<file path="src/rtl/hls_deadlock_watchdog.sv">
// rtl/hls_deadlock_watchdog.sv - persistence filter, sticky flag and snapshot report on the HLS monitor block output
module hls_deadlock_watchdog #(
    parameter int N_SIG     = 7,
    parameter int THRESHOLD = 1024,
    parameter int CNT_W     = 16,
    parameter int EVT_W     = 8
) (
    input  logic             clock,
    input  logic             reset_n,
    input  logic             block,
    input  logic [N_SIG-1:0] axis_block_sigs,
    input  logic [N_SIG-1:0] inst_idle_sigs,
    input  logic             clear,
    output logic             deadlock,
    output logic             deadlock_pulse,
    output logic [CNT_W-1:0] stall_cycles,
    output logic [EVT_W-1:0] deadlock_count,
    output logic             report_valid,
    input  logic             report_ready,
    output logic [N_SIG-1:0] report_axis,
    output logic [N_SIG-1:0] report_idle
);

    typedef enum logic [1:0] {
        IDLE     = 2'd0,
        SUSPECT  = 2'd1,
        DEADLOCK = 2'd2
    } state_t;

    localparam logic [CNT_W-1:0] THRESH  = CNT_W'(THRESHOLD);
    localparam logic [CNT_W-1:0] CNT_ONE = CNT_W'(1);
    localparam logic [CNT_W-1:0] CNT_MAX = {CNT_W{1'b1}};
    localparam logic [EVT_W-1:0] EVT_ONE = EVT_W'(1);
    localparam logic [EVT_W-1:0] EVT_MAX = {EVT_W{1'b1}};

    state_t           state, state_n;
    logic [CNT_W-1:0] stall_n;
    logic [EVT_W-1:0] count_n;
    logic [N_SIG-1:0] axis_n, idle_n;
    logic             deadlock_n, pulse_n, rv_n, declare;

    always_ff @(posedge clock or negedge reset_n) begin
        if (!reset_n) begin
            state          <= IDLE;
            deadlock       <= 1'b0;
            deadlock_pulse <= 1'b0;
            stall_cycles   <= '0;
            deadlock_count <= '0;
            report_valid   <= 1'b0;
            report_axis    <= '0;
            report_idle    <= '0;
        end else begin
            state          <= state_n;
            deadlock       <= deadlock_n;
            deadlock_pulse <= pulse_n;
            stall_cycles   <= stall_n;
            deadlock_count <= count_n;
            report_valid   <= rv_n;
            report_axis    <= axis_n;
            report_idle    <= idle_n;
        end
    end

    always_comb begin
        state_n    = state;
        stall_n    = stall_cycles;
        deadlock_n = deadlock;
        pulse_n    = 1'b0;
        count_n    = deadlock_count;
        rv_n       = report_valid;
        axis_n     = report_axis;
        idle_n     = report_idle;
        declare    = 1'b0;

        // clear overrides everything, including a declaration on the same edge
        if (clear) begin
            state_n    = IDLE;
            stall_n    = '0;
            deadlock_n = 1'b0;
            rv_n       = 1'b0;
            axis_n     = '0;
            idle_n     = '0;
        end else begin
            if (report_valid && report_ready) begin
                rv_n = 1'b0;
            end

            unique case (state)
                IDLE: begin
                    stall_n = '0;
                    if (block) begin
                        stall_n = CNT_ONE;
                        if (THRESHOLD == 1) begin
                            declare = 1'b1;
                        end else begin
                            state_n = SUSPECT;
                        end
                    end
                end
                SUSPECT: begin
                    if (!block) begin
                        state_n = IDLE;
                        stall_n = '0;
                    end else begin
                        stall_n = stall_cycles + CNT_ONE;
                        if (stall_n == THRESH) begin
                            declare = 1'b1;
                        end
                    end
                end
                DEADLOCK: begin
                    // keep measuring the stall, but a released block only freezes the count
                    if (block && (stall_cycles != CNT_MAX)) begin
                        stall_n = stall_cycles + CNT_ONE;
                    end
                end
                default: begin
                    state_n = IDLE;
                end
            endcase

            if (declare) begin
                state_n    = DEADLOCK;
                deadlock_n = 1'b1;
                pulse_n    = 1'b1;
                rv_n       = 1'b1;
                axis_n     = axis_block_sigs;
                idle_n     = inst_idle_sigs;
                if (deadlock_count != EVT_MAX) begin
                    count_n = deadlock_count + EVT_ONE;
                end
            end
        end
    end

endmodule

</file>
<file path="config.mk">
export PLATFORM = sky130hd
export DESIGN_NAME = hls_deadlock_watchdog
export DESIGN_NICKNAME = d
export VERILOG_FILES = /design/src/rtl/hls_deadlock_watchdog.sv
export SDC_FILE = /design/constraint.sdc
export NUM_CORES = 1
export LEC_CHECK = 0
export ABC_AREA = 1
export CAP_MARGIN = 15
export CORE_ASPECT_RATIO = 1.75
export CORE_MARGIN = 1.5
export CORE_UTILIZATION = 48
export CTS_CLUSTER_SIZE = 40
export DETAILED_ROUTE_END_ITERATION = 12
export PLACE_DENSITY = 0.75
export SYNTH_ARGS = -nofsm -noshare
export SYNTH_HDL_FRONTEND = slang
export SYNTH_SLANG_ARGS = --single-unit
</file>
<file path="constraint.sdc">
create_clock -name clock -period 2.6 [get_ports clock]
set_input_delay 0.26 -clock clock [delete_from_list [all_inputs] [get_ports clock]]
set_output_delay 0.26 -clock clock [all_outputs]
set_load 0.02 [all_outputs]
</file>
==> impl_metrics.py <==
metrics = {
    "finish": {
        "num-nets-final": 416,
        "final_cell_area_um2": 3260,
        "final_core_util_pct": 66.1,
        "drive_gt1_share_pct": 7.65,
        "final_cells": 446,
        "synthToLayoutAreaGrowth_pct": 32.9,
        "diodes": 0,
    },
    "synthesis": {
        "synthDistinctLibCells": 28,
        "synthSimpleGateAreaFrac_pct": 38.3,
        "syn_inst": 324,
        "synth.most_common_cell": "nand2_1",
        "synth_xor_area_share_pct": 3.52,
        "synth.area.mux_share_pct": 0,
        "synth_top_cell_by_area": "dfrtp_1",
        "synth_compound_area_share_pct": 4.79,
        "synth-edff-count": 0,
        "syn_avg_cell_area_um2": 7.58,
        "yosys_warnings": 0,
        "synthAdderAreaFrac_pct": 3.06,
        "synth_flop_cell": "dfrtp_1",
        "syn-num-nets": 349,
        "synth_common_cells": "106 x nand2_1, 44 x nand3_1, 43 x dfrtp_1, 29 x nor2_1, 28 x inv_1",
        "synth-seq-area-share_pct": 43.8,
        "async_flop_share_pct": 100,
        "synth_top_family_by_area": "simple AND/OR/NAND/NOR gates",
        "syn_area_um2": 2450,
        "ys_ff_latch": 43,
        "ys_top_cells_by_area": "dfrtp_1 44%, nand2_1 16%, nand3_1 9.0%",
        "synth_top_area_share_pct": 43.8,
    },
    "global_routing": {
        "gr-total-overflow": 0,
        "grt_max_degree": 44,
        "grt_pass1_vias": 2396,
        "grt_pass1_wl_mm": 11.2,
        "grtUsageTotal_pct": 25.5,
        "grt_antenna_before_repair": 0,
    },
    "timing": {
        "clock.fmax_ghz": 0.429,
        "period_minus_slack_ns": 2.33,
        "tns_ns": 0,
        "rsz0062_at_grt": "false",
        "setup_viol": 0,
        "tightestPinTransition_ns": 0.942,
        "maxSlewViolCount": 0,
        "post-route-period-util_pct": 89.8,
        "fin_ws_ns": 0.266,
        "maxSlewHeadroom_pct": 37.2,
        "finalClockSkew_ns": 0.00605,
        "final_hold_viol_count": 0,
    },
    "pwr": {
        "p_sw_uw": 402,
        "seqPwrFrac_pct": 46.2,
        "p_leak_nw": 1.54,
        "p_sw_share_pct": 25.0,
        "pwr-share-clk_pct": 38.3,
        "combPwrFrac_pct": 15.6,
        "p_int_mw": 1.20,
        "power_density_nw_per_um2": 492,
        "peakVddDrop_v": 0.000450,
    },
    "floorplanning": {
        "die_x_um": 57.1,
        "start_util_pct": 49.7,
        "row_count": 34,
        "dieArea_um2": 5570,
        "core-area_um2": 4930,
        "die_h_um": 97.6,
        "io_pins": 60,
    },
    "critical_path": {
        "critical-path-max-stage-delay_ns": 0.46,
        "worstPathCellList": "ha_1 -> nand3_2 -> nand2_1 -> o21ai_0 -> nand2_1 -> nor2_1 -> nand3_1 -> nor2_2 -> nand2_4 -> nand2_4 -> nand3_4 -> nand2_1 -> nand2_1",
        "crit_arrival_ns": 2.52,
        "crit_path_frequent_cell": "nand2_1",
        "crit_type": "reg -> reg",
        "required_ns": 2.79,
        "crit_fanout": 18,
        "startpoint_type": "flip-flop",
        "worst_setup_path_end_kind": "flip-flop",
        "slowest_stage": "dfrtp_2",
    },
    "drt": {
        "vias_per_cell": 5.35,
        "drt_iter0_drc": 131,
        "wirelength_mm": 6.40,
        "postRouteAntennaNets": 0,
        "drc": 0,
        "wl_per_cell_um": 14.4,
        "vias": 2386,
        "drt_first_pass_iters": 4,
    },
    "min_path": {
        "hold_class": "in -> async",
    },
    "clock_tree": {
        "cts.sinks": 43,
        "cts_made_buffers": 5,
        "cts_htree_levels": 2,
        "clock_path_buffers": 2,
        "post_cts_buffers": 0,
        "cts-root-buf": "clkbuf_8",
        "path_clk_slew_ns": 0.08,
        "clk_latency_ns": 0.29,
        "cts_hold_buf": 0,
        "cts_tree": "yes",
        "ctsResizeCount": 0,
    },
    "place": {
        "placed_area_um2": 3130,
        "place_ws_ns": 0.275,
        "post-dp-hpwl_mm": 4.88,
        "placed_cells": 438,
        "gp_congestion": 1.00,
        "numPortBuffers": 59,
    },
    "flow_run": {
        "maxCapViolations": 0,
    },
    "run_status": {
        "status": "complete, no violations",
    },
}
-- worst max-delay path: cells and delay by family, from the launching register on --
kind	cells	cell delay (ns)
flip-flops	1	0.46
adder cells (fa/ha/maj)	1	0.26
AND/OR/NAND/NOR	11	1.42
AO/OA/AOI/OAI	1	0.10
-- layout by cell type, fill, tap and decap left out, types with 2 or more instances in the layout --
| master | n |
|---|---|
| nand2_1 | 106 |
| clkdlybuf4s50_1 | 58 |
| nand3_1 | 44 |
| dfrtp_1 | 42 |
| nor2_1 | 29 |
| inv_1 | 28 |
| nand4_1 | 16 |
| o21ai_0 | 12 |
| buf_4 | 9 |
| ha_1 | 6 |
| xor2_1 | 5 |
| o21ai_1 | 5 |
| clkbuf_8 | 5 |
| nor2_2 | 4 |
| xnor2_1 | 3 |
| nand2_4 | 2 |
| a21oi_1 | 2 |
| bufinv_16 | 2 |
-- power groups by stage --
stage	combinational [mW]	clock [mW]	sequential [mW]
after floorplan	0.0930	0	0.783
after global placement	0.248	0	0.752
after detailed placement	0.254	0	0.753
after CTS	0.254	0.622	0.739
after global routing	0.278	0.649	0.747
final	0.250	0.614	0.740
-- sequential cells by signal, summed over array words and instances, names as in the netlist --
signal and flops:
deadlock 1, report_valid 1, deadlock_count 8, report_idle 7, state 2, report_axis 7, stall_cycles 16, deadlock_pulse 1
-- per-layer routing --
layer	track usage [%]	part of all wire, %	up-vias
met5	0	0	-
met4	15.7	5.4	0
li1	-	-	1186
met3	3.46	3.5	25
met2	43.7	54	72
met1	28.9	37	1103
-- cells by family after synthesis --
group / count (synthesis)
compound gates: 22
xor+xnor: 9
fa+ha+maj: 6
buf+inv: 38
flops: 43
simple gates: 206
-- path summary, 6_finish.rpt --
kind | start | to | slack, ns | cells past startpoint
setup / recovery | stall_cycles[0] | deadlock_count[1] | 0.27 | 13
hold / removal | reset_n | deadlock_count[2] | 0.10 | 1
setup reg to reg | stall_cycles[0] | deadlock_count[1] | 0.27 | 13
hold reg to reg | report_valid | report_valid | 0.48 | 2
max in group asynchronous | reset_n | stall_cycles[0] | 1.85 | 1
min in group clock | report_valid | report_valid | 0.48 | 2
-- area by class of cell --
type,instances,area (um2)
Timing Repair Buffer,68,653
Fill cell,448,1670
Multi-Input combinational cell,243,1220
Tap cell,54,67.6
Sequential cell,43,1080
Inverter,30,113
Clock buffer,6,72.6
Clock inverter,2,60.1
-- per-stage QoR --
| stage | power [mW] | hold WS, ns |
|---|---|---|
| 6_report | 1.60 | 0.105 |
| 5_1_grt | 1.67 | 0.203 |
| 4_1_cts | 1.62 | 0.150 |
| 3_5_place_dp | 1.01 | 0.469 |
| 3_3_place_gp | 1.00 | 0.458 |
| 2_1_floorplan | 0.876 | -0.0356 |
No activity file was read; power rests on OpenSTA's default activity.
